--- config.mk ---
export PLATFORM = sky130hd
export DESIGN_NAME = adc_acq_sequencer
export DESIGN_NICKNAME = d
export VERILOG_FILES = /design/src/rtl/adc_pkg.sv /design/src/rtl/adc_sck_shifter.sv /design/src/rtl/adc_acq_sequencer.sv
export SDC_FILE = /design/constraint.sdc
export NUM_CORES = 1
export LEC_CHECK = 0
export BUFFER_PORTS_ARGS = -buffer_cell sky130_fd_sc_hd__buf_2
export CORE_UTILIZATION = 60
export CTS_BUF_LIST = sky130_fd_sc_hd__clkbuf_8
export DETAILED_ROUTE_END_ITERATION = 8
export HOLD_SLACK_MARGIN = 0.06
export PLACE_DENSITY = 0.81
export SYNTH_ARGS = -nofsm -noshare
export SYNTH_HDL_FRONTEND = slang
export SYNTH_SLANG_ARGS = --single-unit
--- constraint.sdc ---
create_clock -name clk -period 1.9 [get_ports clk]
set_clock_uncertainty 0.15 [all_clocks]
set_input_delay 0.285 -clock clk [delete_from_list [all_inputs] [get_ports clk]]
set_output_delay 0.285 -clock clk [all_outputs]
set_load 0.1 [all_outputs]
--- src/rtl/adc_pkg.sv ---
// -----------------------------------------------------------------------------
// adc_pkg
// Shared definitions for the ADC acquisition sequencer: parameter defaults,
// frame width, sequencer state encoding and a small counter-width helper.
// No ports (package).
// -----------------------------------------------------------------------------
package adc_pkg;

  // Parameter defaults used by the sequencer and its SCK shifter.
  localparam int DEF_CLK_FREQ     = 100_000_000;
  localparam int DEF_SMPL_FREQ    = 48_000;
  localparam int DEF_SCK_HALF     = 12;
  localparam int DEF_CNV_HIGH     = 4;
  localparam int DEF_BUSY_TIMEOUT = 200;

  // Bits per conversion result.
  localparam int FRAME_W = 24;

  // Cycles after CNV falls before a low synchronized BUSY is trusted. This
  // covers the synchronizer latency so a BUSY that has not yet been seen
  // rising is not mistaken for an already finished conversion.
  localparam int BUSY_SETTLE = 2;

  typedef enum logic [2:0] {
    ST_IDLE      = 3'd0,
    ST_CONV      = 3'd1,
    ST_WAIT_BUSY = 3'd2,
    ST_SHIFT     = 3'd3,
    ST_WAIT_TICK = 3'd4
  } adc_state_e;

  // Number of bits needed to hold values 0..max_val (at least 1).
  function automatic int cnt_width(input int max_val);
    int w;
    w = 1;
    while ((1 << w) <= max_val) begin
      w = w + 1;
    end
    return w;
  endfunction

endpackage

--- src/rtl/adc_sck_shifter.sv ---
// -----------------------------------------------------------------------------
// adc_sck_shifter
// Generates FRAME_W SCK periods (SCK_HALF cycles low, then SCK_HALF cycles
// high) after a start pulse and shifts in SDO MSB first.
//
// Ports:
//   clk      in   system clock
//   i_reset  in   synchronous active-high reset
//   i_start  in   one-cycle pulse, begins a frame (ignored while active)
//   i_sdo    in   ADC serial data
//   o_sck    out  ADC serial clock, low whenever no frame is active
//   o_done   out  one-cycle pulse in the last high cycle of the final SCK
//   o_word   out  assembled word, complete when o_done is high
// -----------------------------------------------------------------------------
module adc_sck_shifter
  import adc_pkg::*;
#(
  parameter int SCK_HALF = DEF_SCK_HALF
) (
  input  logic               clk,
  input  logic               i_reset,
  input  logic               i_start,
  input  logic               i_sdo,
  output logic               o_sck,
  output logic               o_done,
  output logic [FRAME_W-1:0] o_word
);

  localparam int HW = cnt_width(SCK_HALF - 1);
  localparam int BW = cnt_width(FRAME_W - 1);
  localparam logic [HW-1:0] HALF_LAST = HW'(SCK_HALF - 1);
  localparam logic [BW-1:0] BIT_LAST  = BW'(FRAME_W - 1);

  logic               active_q, active_d;
  logic               sck_q, sck_d;
  logic [HW-1:0]      half_q, half_d;
  logic [BW-1:0]      bit_q, bit_d;
  logic [FRAME_W-1:0] sr_q, sr_d;
  logic               half_end;

  assign half_end = active_q && (half_q == HALF_LAST);

  always_comb begin
    active_d = active_q;
    sck_d    = sck_q;
    half_d   = half_q;
    bit_d    = bit_q;
    sr_d     = sr_q;
    o_done   = 1'b0;
    if (!active_q) begin
      if (i_start) begin
        active_d = 1'b1;
        sck_d    = 1'b0;
        half_d   = '0;
        bit_d    = '0;
      end
    end else begin
      half_d = half_q + HW'(1);
      if (half_end) begin
        half_d = '0;
        if (!sck_q) begin
          // Capture on the edge that raises SCK: the ADC moves SDO on SCK
          // rising, so this samples the bit it has been holding.
          sck_d = 1'b1;
          sr_d  = {sr_q[FRAME_W-2:0], i_sdo};
        end else begin
          sck_d = 1'b0;
          if (bit_q == BIT_LAST) begin
            active_d = 1'b0;
            o_done   = 1'b1;
          end else begin
            bit_d = bit_q + BW'(1);
          end
        end
      end
    end
  end

  always_ff @(posedge clk) begin
    if (i_reset) begin
      active_q <= 1'b0;
      sck_q    <= 1'b0;
      half_q   <= '0;
      bit_q    <= '0;
      sr_q     <= '0;
    end else begin
      active_q <= active_d;
      sck_q    <= sck_d;
      half_q   <= half_d;
      bit_q    <= bit_d;
      sr_q     <= sr_d;
    end
  end

  assign o_sck  = sck_q;
  assign o_word = sr_q;

endmodule

--- src/rtl/adc_acq_sequencer.sv ---
// -----------------------------------------------------------------------------
// adc_acq_sequencer
// Periodic conversion sequencer for a serial SAR ADC: pulses CNV once per
// sample period, waits for BUSY to fall (with a timeout), reads FRAME_W bits
// through adc_sck_shifter and presents the result on a valid/ready output.
//
// Ports:
//   clk             in   system clock
//   i_reset         in   synchronous active-high reset
//   i_enable        in   run conversions while high
//   i_busy          in   ADC BUSY (asynchronous, synchronized here)
//   i_data_in       in   ADC SDO
//   i_ready         in   consumer accepts o_data_frame
//   i_clear_status  in   one-cycle pulse clearing the sticky flags
//   o_start_conv    out  ADC CNV
//   o_sck           out  ADC SCK
//   o_RDL_SDI       out  tied 0 (normal read mode)
//   o_chain         out  tied 0 (normal mode)
//   o_data_frame    out  last captured sample, MSB = first bit shifted
//   o_valid         out  o_data_frame holds an unaccepted sample
//   o_overrun       out  sticky: sample dropped or sample tick missed
//   o_timeout       out  sticky: BUSY did not fall in time
// -----------------------------------------------------------------------------
module adc_acq_sequencer
  import adc_pkg::*;
#(
  parameter int CLK_FREQ     = DEF_CLK_FREQ,
  parameter int SMPL_FREQ    = DEF_SMPL_FREQ,
  parameter int SCK_HALF     = DEF_SCK_HALF,
  parameter int CNV_HIGH     = DEF_CNV_HIGH,
  parameter int BUSY_TIMEOUT = DEF_BUSY_TIMEOUT
) (
  input  logic               clk,
  input  logic               i_reset,
  input  logic               i_enable,
  input  logic               i_busy,
  input  logic               i_data_in,
  input  logic               i_ready,
  input  logic               i_clear_status,
  output logic               o_start_conv,
  output logic               o_sck,
  output logic               o_RDL_SDI,
  output logic               o_chain,
  output logic [FRAME_W-1:0] o_data_frame,
  output logic               o_valid,
  output logic               o_overrun,
  output logic               o_timeout
);

  localparam int PERIOD = CLK_FREQ / SMPL_FREQ;
  localparam int PW     = cnt_width(PERIOD - 1);
  localparam int TW     = cnt_width(BUSY_TIMEOUT + CNV_HIGH + BUSY_SETTLE);

  localparam logic [PW-1:0] PER_LAST   = PW'(PERIOD - 1);
  localparam logic [TW-1:0] CNV_LAST   = TW'(CNV_HIGH - 1);
  localparam logic [TW-1:0] BUSY_EARLY = TW'(CNV_HIGH + BUSY_SETTLE);
  localparam logic [TW-1:0] TMO_LAST   = TW'(BUSY_TIMEOUT - 1);

  adc_state_e         state_q, state_d;
  logic               busy_meta_q, busy_sync_q;
  logic [PW-1:0]      per_q, per_d;
  logic [TW-1:0]      tmr_q, tmr_d;
  logic [FRAME_W-1:0] frame_q, frame_d;
  logic               valid_q, valid_d;
  logic               overrun_q, overrun_d;
  logic               timeout_q, timeout_d;

  logic               tick;
  logic               busy_ready;
  logic               tmo_hit;
  logic               start_conv;
  logic               shift_start;
  logic               tmo_evt;
  logic               tick_skip;
  logic               drop;

  logic               sh_sck;
  logic               sh_done;
  logic [FRAME_W-1:0] sh_word;

  // ---------------------------------------------------------------------------
  // BUSY synchronizer and sample-period counter
  // ---------------------------------------------------------------------------
  // The counter is held at 0 while disabled, so the cycle i_enable rises is
  // itself a tick and the first conversion starts immediately.
  assign per_d = !i_enable           ? '0 :
                 (per_q == PER_LAST) ? '0 : per_q + PW'(1);
  assign tick  = i_enable && (per_q == '0);

  always_ff @(posedge clk) begin
    if (i_reset) begin
      busy_meta_q <= 1'b0;
      busy_sync_q <= 1'b0;
      per_q       <= '0;
    end else begin
      busy_meta_q <= i_busy;
      busy_sync_q <= busy_meta_q;
      per_q       <= per_d;
    end
  end

  // ---------------------------------------------------------------------------
  // Conversion timer: 0 in the first CNV-high cycle, counts through CONV and
  // WAIT_BUSY. It doubles as CNV width counter and BUSY timeout counter.
  // ---------------------------------------------------------------------------
  assign tmr_d = (state_q == ST_CONV || state_q == ST_WAIT_BUSY) ?
                 tmr_q + TW'(1) : '0;

  assign busy_ready = !busy_sync_q && (tmr_q >= BUSY_EARLY);
  assign tmo_hit    = (tmr_q == TMO_LAST);

  // ---------------------------------------------------------------------------
  // FSM: state register
  // ---------------------------------------------------------------------------
  always_ff @(posedge clk) begin
    if (i_reset) begin
      state_q <= ST_IDLE;
      tmr_q   <= '0;
    end else begin
      state_q <= state_d;
      tmr_q   <= tmr_d;
    end
  end

  // ---------------------------------------------------------------------------
  // FSM: next state
  // ---------------------------------------------------------------------------
  always_comb begin
    state_d = state_q;
    case (state_q)
      ST_IDLE: begin
        if (tick) state_d = ST_CONV;
      end
      ST_CONV: begin
        if (tmr_q == CNV_LAST) state_d = ST_WAIT_BUSY;
      end
      ST_WAIT_BUSY: begin
        if (busy_ready)   state_d = ST_SHIFT;
        else if (tmo_hit) state_d = ST_WAIT_TICK;
      end
      ST_SHIFT: begin
        if (sh_done) state_d = ST_WAIT_TICK;
      end
      ST_WAIT_TICK: begin
        // A disable seen mid-frame lands here and drops straight to IDLE.
        if (!i_enable)  state_d = ST_IDLE;
        else if (tick)  state_d = ST_CONV;
      end
      default: state_d = ST_IDLE;
    endcase
  end

  // ---------------------------------------------------------------------------
  // FSM: outputs
  // ---------------------------------------------------------------------------
  always_comb begin
    start_conv  = (state_q == ST_CONV);
    shift_start = (state_q == ST_WAIT_BUSY) && busy_ready;
    tmo_evt     = (state_q == ST_WAIT_BUSY) && !busy_ready && tmo_hit;
    tick_skip   = tick && (state_q != ST_IDLE) && (state_q != ST_WAIT_TICK);
  end

  // ---------------------------------------------------------------------------
  // SCK generation and shift register
  // ---------------------------------------------------------------------------
  adc_sck_shifter #(
    .SCK_HALF (SCK_HALF)
  ) u_shifter (
    .clk     (clk),
    .i_reset (i_reset),
    .i_start (shift_start),
    .i_sdo   (i_data_in),
    .o_sck   (sh_sck),
    .o_done  (sh_done),
    .o_word  (sh_word)
  );

  // ---------------------------------------------------------------------------
  // Output frame and sticky status.
  // Handshake: a sample transfers in every cycle where o_valid and i_ready are
  // both high; o_valid then drops the following cycle unless a new frame
  // completes in that same transfer cycle, in which case it loads and o_valid
  // stays high. o_data_frame never changes while o_valid is high except on a
  // transfer. A frame completing with o_valid high and i_ready low is dropped.
  // ---------------------------------------------------------------------------
  always_comb begin
    frame_d = frame_q;
    valid_d = valid_q;
    drop    = 1'b0;
    if (sh_done) begin
      if (!valid_q || i_ready) begin
        frame_d = sh_word;
        valid_d = 1'b1;
      end else begin
        drop = 1'b1;
      end
    end else if (valid_q && i_ready) begin
      valid_d = 1'b0;
    end

    // A set event in the clear cycle wins.
    if (drop || tick_skip)   overrun_d = 1'b1;
    else if (i_clear_status) overrun_d = 1'b0;
    else                     overrun_d = overrun_q;

    if (tmo_evt)             timeout_d = 1'b1;
    else if (i_clear_status) timeout_d = 1'b0;
    else                     timeout_d = timeout_q;
  end

  always_ff @(posedge clk) begin
    if (i_reset) begin
      frame_q   <= '0;
      valid_q   <= 1'b0;
      overrun_q <= 1'b0;
      timeout_q <= 1'b0;
    end else begin
      frame_q   <= frame_d;
      valid_q   <= valid_d;
      overrun_q <= overrun_d;
      timeout_q <= timeout_d;
    end
  end

  assign o_start_conv = start_conv;
  assign o_sck        = sh_sck;
  assign o_RDL_SDI    = 1'b0;
  assign o_chain      = 1'b0;
  assign o_data_frame = frame_q;
  assign o_valid      = valid_q;
  assign o_overrun    = overrun_q;
  assign o_timeout    = timeout_q;

endmodule
; After elaboration in Yosys (flattened, before gate mapping)
; Index checks and enable logic that the tools add are counted.
; W data, S select, Z words.
[classes]
n_addsub = 4
mul = 0
div = 0
magnitude_cmp = 1
eq_ne = 17
shift = 0
muxes = 36
n_bitwise = 3
reduce_logical = 30
[ops]
columns = cell, n
row1 = $mux W5, 5
row2 = $mux W1, 21
row3 = $mux W3, 6
row4 = $pmux W3 S5, 1
row5 = $add A12 B1 Y12 const B, 1
row6 = $eq A12 B12 Y1 const B, 1
row7 = $logic_not A12 Y1, 1
row8 = $mux W4, 3
row9 = $logic_and A1 B1 Y1, 9
row10 = $add A8 B1 Y8 const B, 1
row11 = $eq A8 B2 Y1 const B, 1
row12 = $eq A8 B8 Y1 const B, 1
row13 = $ge A8 B3 Y1 const B, 1
row14 = $ne A2 B2 Y1 const B, 4
row15 = $reduce_bool A2 Y1, 4
row16 = $eq A3 B2 Y1 const B, 2
row17 = $ne A3 B3 Y1 const B, 2
row18 = $reduce_and A2 Y1, 3
row19 = $reduce_and A3 Y1, 2
row20 = $add A5 B1 Y5 const B, 1
row21 = $eq A5 B5 Y1 const B, 1
row22 = $add A4 B1 Y4 const B, 1
row23 = $eq A4 B4 Y1 const B, 1
row24 = $ne A2 B1 Y1 const B, 2
row25 = 10 further kinds, 16
[totals]
register_bits = 87
latchBits = 0
ramBits = 0
rom_bits = 0
in_bits = 7
output_inout_bits = 31
word_cells = 105
mem_count = 0

; Logic depth before layout (Yosys ltp)
[logic_depth]
depth_word = 8
ltp_mapped = 7
mapped_depth_nobuf = 6

; Hierarchy
; Synthesis repeated with hierarchy kept, for this count alone.
[hier_totals]
cells_unflattened = 430
area_unflattened_um2 = 3592.2
[by_module_without_submodules]
columns = module, n_inst, cells_per_inst, area_each_um2, seq_area_each_um2
row1 = adc_acq_sequencer, 1, 259, 2159.6, 1041.0
row2 = adc_sck_shifter, 1, 171, 1432.6, 700.7

; Worst setup path after synthesis
; No wires, ideal clock.
[synth_timing]
path_type = reg-to-reg
startpoint = register u_shifter.sck_q (netlist: u_shifter.o_sck)
endpoint = register u_shifter.bit_q[3]
setup_ns = 0.118
arrival_ns = 1.856
t_required_ns = 1.632
setup_slack_ns = -0.224
stages_incl_launch_ff = 6
n_path_buf = 1
period_less_slack_ns = 2.124
path_cell_list = dfxtp_1 -> buf_2 -> inv_1 -> nor4_1 -> xnor2_1 -> nor2_1
[synth_via]
elab_chain_len = 2
[synth_rtl]
columns = item, line
row1 = from (decl), adc_sck_shifter.sv:35  ; logic sck_q, sck_d;
row2 = from (signal assigned), adc_sck_shifter.sv:88  ; sck_q <= sck_d;
row3 = $ne A2 B2 Y1 (no source line), n/a
row4 = $reduce_and A4 Y1 (no source line), n/a
row5 = to (signal assigned), adc_sck_shifter.sv:90  ; bit_q <= bit_d;
row6 = to (decl), adc_sck_shifter.sv:37  ; logic [BW-1:0] bit_q, bit_d;
; No other way between the ends.
; A chain may end at the register's enable or synchronous reset.

; Final worst setup path
[layout_timing]
startpoint = register u_shifter.half_q[0]
endpoint = register state_q[1]
[layout_via]
elab_chain_len = 6
[layout_rtl]
columns = item, line
row1 = from (decl), adc_sck_shifter.sv:36  ; logic [HW-1:0] half_q, half_d;
row2 = from (signal assigned), adc_sck_shifter.sv:89  ; half_q <= half_d;
row3 = $eq A4 B4 Y1, adc_sck_shifter.sv:41  ; assign half_end = active_q && (half_q == HALF_LAST);
row4 = $logic_and A1 B1 Y1, adc_sck_shifter.sv:41
row5 = $mux W1, adc_sck_shifter.sv:59  ; if (half_end) begin
row6 = $mux W1, adc_sck_shifter.sv:50  ; if (!active_q) begin
row7 = $ne A2 B2 Y1 (no source line), n/a
row8 = $reduce_and A3 Y1 (no source line), n/a
row9 = to (signal assigned), adc_acq_sequencer.sv:120  ; state_q <= state_d;
row10 = to (decl), adc_acq_sequencer.sv:59  ; adc_state_e state_q, state_d;
; No other way between the ends.

==> metrics.md <==
| Metric | Value |
|---|---|
| Outcome | `complete, no violations` |
| Distinct cell type count after synthesis | `48` |
| Endpoint of the worst register-to-register path | `state_q[1]$_SDFFE_PP0P_` |
| Maximum fanout along the worst path | `6` |
| Total count of hold-check failures in the final report | `0` |
| Path type of the worst min-delay path | `primary input to flip-flop` |
| Number of stages on the worst hold path | `3` |
| Global-route total usage across every layer | `between 20% and 30%` |
| Sum Neg Setup Slack | `0 ns` |
| Worst reg2reg path startpoint | `u_shifter.half_q[0]$_SDFFE_PP0P_` |
| Final setup violation count | `0` |
| Input/output buffers | `35` |
| Routed wire length | `between 6000 and 7000 microns` |
| Inserted Diodes | `0` |
| Detail Route Antenna Nets | `0` |
| Fill cell count | `between 400 and 500` |
| Worst endpoint data arrival time | `around 1.9 ns` |
| Hold path endpoint | `o_timeout$_SDFFE_PP0P_` |
| Width of the die | `79.3 microns` |
| Number of antenna violations at the first check in global routing | `0` |
| Post-route core utilization | `72.5%` |
| TritonCTS Sinks | `slightly below 90` |
| Reg-to-reg slack, setup | `between 0.08 and 0.09 ns` |
| Via count of the first global-routing pass | `2,681` |
| Top cell types by occurrence after synthesis | `sky130_fd_sc_hd__dfxtp_1, sky130_fd_sc_hd__nor2_1, sky130_fd_sc_hd__nand2_1` |
| Cell with the most instances after synthesis | `sky130_fd_sc_hd__dfxtp_1` |
| Worst-case reg-to-reg path depth | `5` |
| Master of the slowest instance on the critical path | `sky130_fd_sc_hd__dfxtp_1` |
| Deepest clock path buffer count | `2` |
| Num CTS Buffers | `9` |
| Clk Latency, worst-skew pair | `around 0.36 ns` |
| First-pass GRT wire length | `11,600 microns` |
| PD cells | `about 810 mW/mm^2` |
| Syn Inst Count | `between 300 and 400` |
| Share of Yosys cell area claimed by the top area cell type | `between 40% and 50%` |
| Final routed DRC violation total | `0` |
| Leakage Power | `around 1.8 nW` |
| Sw power | `0.000816 W` |
| Launch instance of the worst min-delay path | `i_clear_status` |
| Post-route cell area | `around 0.004 sq mm` |
| Average instance area after synthesis | `about 9 sq um` |
| Initial Util | `between 60% and 70%` |
| Signed area change from the synthesized netlist to the final layout | `14.2%` |
| Fraction of registers with async set or reset after synthesis | `0%` |
| Overall power after layout | `0.00332 W` |
| Relative contribution of sequential cells to total power | `about 55%` |
| Via count | `between 2,000 and 3,000` |
| FF+latch count, synth | `87` |
| Routability Congestion | `roughly 0.86` |
| Min Clock Period, post-route | `1.82 ns` |
| Maximum number of pins on one net before global-route repair | `40` |
| Cell Area, Placed | `~0.0038 sq mm` |
| Share of layout cells above drive strength 1 | `between 10% and 20%` |
| Die Area | `approximately 0.0063 sq mm` |
| Part of the cycle the worst path needs | `roughly 96%` |
| Maximum Capacitance Violations | `0` |
| Core region area | `0.00564 sq mm` |
| IO Count | `38` |
| Residual overflow from global routing | `0` |
| Post-synth EDFFs | `0` |
| Ys Warns | `0` |
| Dominant cells by area after synthesis | `sky130_fd_sc_hd__dfxtp_1, sky130_fd_sc_hd__mux2i_1, sky130_fd_sc_hd__nor2_1` |
| Synth Flop Type | `sky130_fd_sc_hd__dfxtp_1` |
| CTS tree | `yes` |
| Vertical die dimension | `about 80 microns` |
| Max Clock Freq | `approximately 550 MHz` |
| Sequential cell area fraction in the yosys report | `between 40% and 50%` |
| Data required time at the worst endpoint | `approximately 2.0 ns` |
| Number of DRC violations after detailed-routing iteration 0 | `~120` |
| Startpoint kind of the worst setup timing path | `flip-flop` |
| Critical path class | `flip-flop to flip-flop` |
| Power share of the clock group | `between 40% and 50%` |
| Setup repair after global routing missed its margin | `no` |
| Total number of H-tree levels | `3` |
| Critical-path cell list | `ha_1 > and4b_2 > buf_4 > a31oi_1 > a221o_1` |
| Clock transition at the registers of the reported paths | `approximately 0.1 ns` |
| Gate power share | `roughly 3.7%` |
| Number of nets in the layout | `between 400 and 500` |
| Endpoint type of the worst setup path | `flip-flop` |
| Routed WL per cell | `approximately 13 microns` |
| Pre-Repair DR Iteration Count | `5` |
| VDD IR-drop max | `0.000793 V` |
| Post-DP HPWL | `between 4000 and 5000 microns` |
| Final slew viol count | `0` |
| Worst setup path start | `u_shifter.half_q[0]$_SDFFE_PP0P_` |
| Cell at the root of the clock tree | `sky130_fd_sc_hd__clkbuf_8` |
| Internal cell power | `about 0.0025 W` |
| Proportion of total power due to net switching | `about 25%` |
| Slowest cell delay on critical path | `between 0.3 and 0.4 ns` |
| Cell area after synthesis | `0.00358 sq mm` |
| Post-synth top area cell | `sky130_fd_sc_hd__dfxtp_1` |
| Post-detailed-route via-to-cell ratio | `between 5 and 6` |
| Site Rows | `27` |
worst max-delay path by stage:
stage                                           end  slack [ns]  cells past startpoint
floorplan           u_shifter.bit_q[3]$_SDFFE_PP0P_        0.11                      5
finish                      state_q[1]$_SDFFE_PP0P_        0.08                      5
global placement      o_data_frame[13]$_SDFFE_PP0P_        0.15                      6
global route          o_data_frame[22]$_SDFFE_PP0P_       0.002                      6
CTS                    o_data_frame[4]$_SDFFE_PP0P_        0.02                      6
detailed placement     o_data_frame[1]$_SDFFE_PP0P_        0.05                      6
power groups by stage:
stage | sequential, W | combinational (W) | clock [W]
final | 0.00184 | 0.000121 | 0.00136
after global routing | 0.00184 | 0.000131 | 0.00145
after CTS | 0.00184 | 0.000122 | 0.00138
after detailed placement | 0.00188 | 0.000114 | 0
after global placement | 0.00188 | 0.000112 | 0
after floorplan | 0.00189 | 0.0000885 | 0
registers in the layout, indices dropped and copies added (netlist names):
| name | cells |
|---|---|
| o_data_frame | 24 |
| u_shifter.o_word | 24 |
| per_q | 12 |
| tmr_q | 8 |
| u_shifter.bit_q | 5 |
| u_shifter.half_q | 4 |
| state_q | 3 |
| busy_meta_q | 1 |
| busy_sync_q | 1 |
| o_overrun | 1 |
| o_timeout | 1 |
| o_valid | 1 |
| u_shifter.active_q | 1 |
| u_shifter.o_sck | 1 |
metal layers:
metal	vias to the layer above	global-route usage, %	wire length, microns	share of wire, %
li1	1418	-	-	-
met1	1344	29.3	3170	47
met2	59	39.2	3260	48
met3	10	4.02	254	3.7
met4	0	12.2	118	1.7
met5	-	0	0	0
worst max-delay path: cells and delay by family, from the launching register on:
family | cells | cell delay [ns]
adders and majority gates | 1 | 0.23
AOI/OAI and AO/OA | 2 | 0.46
DFF | 1 | 0.39
and+or+nand+nor | 1 | 0.34
buffers and inverters | 1 | 0.14
per-stage QoR:
| step | cells | setup WS [ns] | hold slack [ns] |
|---|---|---|---|
| 2_1_floorplan | 399 | 0.111 | 0.263 |
| 3_3_place_gp | 491 | 0.153 | 0.268 |
| 3_5_place_dp | 491 | 0.0534 | 0.275 |
| 4_1_cts | 511 | 0.0236 | 0.120 |
| 5_1_grt | 513 | 0.00156 | 0.124 |
| 6_report | 513 | 0.0830 | 0.125 |
area by class of cell:
type	instances	area, sq um	area share, %
Timing Repair Buffer	48	323	7.89
Multi-Input combinational cell	279	1680	41.1
Inverter	11	41.3	1.01
Clock buffer	9	124	3.03
Clock inverter	7	86.3	2.11
Sequential cell	87	1740	42.6
Tap cell	72	90.1	2.20
cell usage in the layout (no fill, tap or decap), types with 11 or more instances in the layout:
cell type	Yosys	final
sky130_fd_sc_hd__dfxtp_1	87	85
sky130_fd_sc_hd__nor2_1	58	58
sky130_fd_sc_hd__nand2_1	55	55
sky130_fd_sc_hd__buf_2	8	34
sky130_fd_sc_hd__a21oi_1	30	30
sky130_fd_sc_hd__mux2i_1	25	25
sky130_fd_sc_hd__nand3_1	13	13
sky130_fd_sc_hd__inv_1	11	11
sky130_fd_sc_hd__xnor2_1	11	11
sky130_fd_sc_hd__xor2_1	11	11
kinds of logic after synthesis:
| family | count (synthesis) | share of synthesized area (%) |
|---|---|---|
| simple gates | 176 | 23.8 |
| mux | 25 | 6.99 |
| xor+xnor | 22 | 5.38 |
| other cells | 1 | 0.105 |
| fa+ha+maj | 7 | 2.44 |
| buf+inv | 33 | 4.58 |
| flops | 87 | 48.6 |
| compound gates | 47 | 8.14 |
timing repair:
| item | 4_1_cts | 5_1_grt |
|---|---|---|
| pin swaps | 0 | 2 |
| hold buffers | 4 | 0 |
| setup buffers | 0 | 2 |
| gates resized for setup | 1 | 2 |
| endpoints found under the hold margin | 4 | 0 |
| endpoints found under the setup margin | 1 | 41 |
Power figures use the tool's default switching activity.
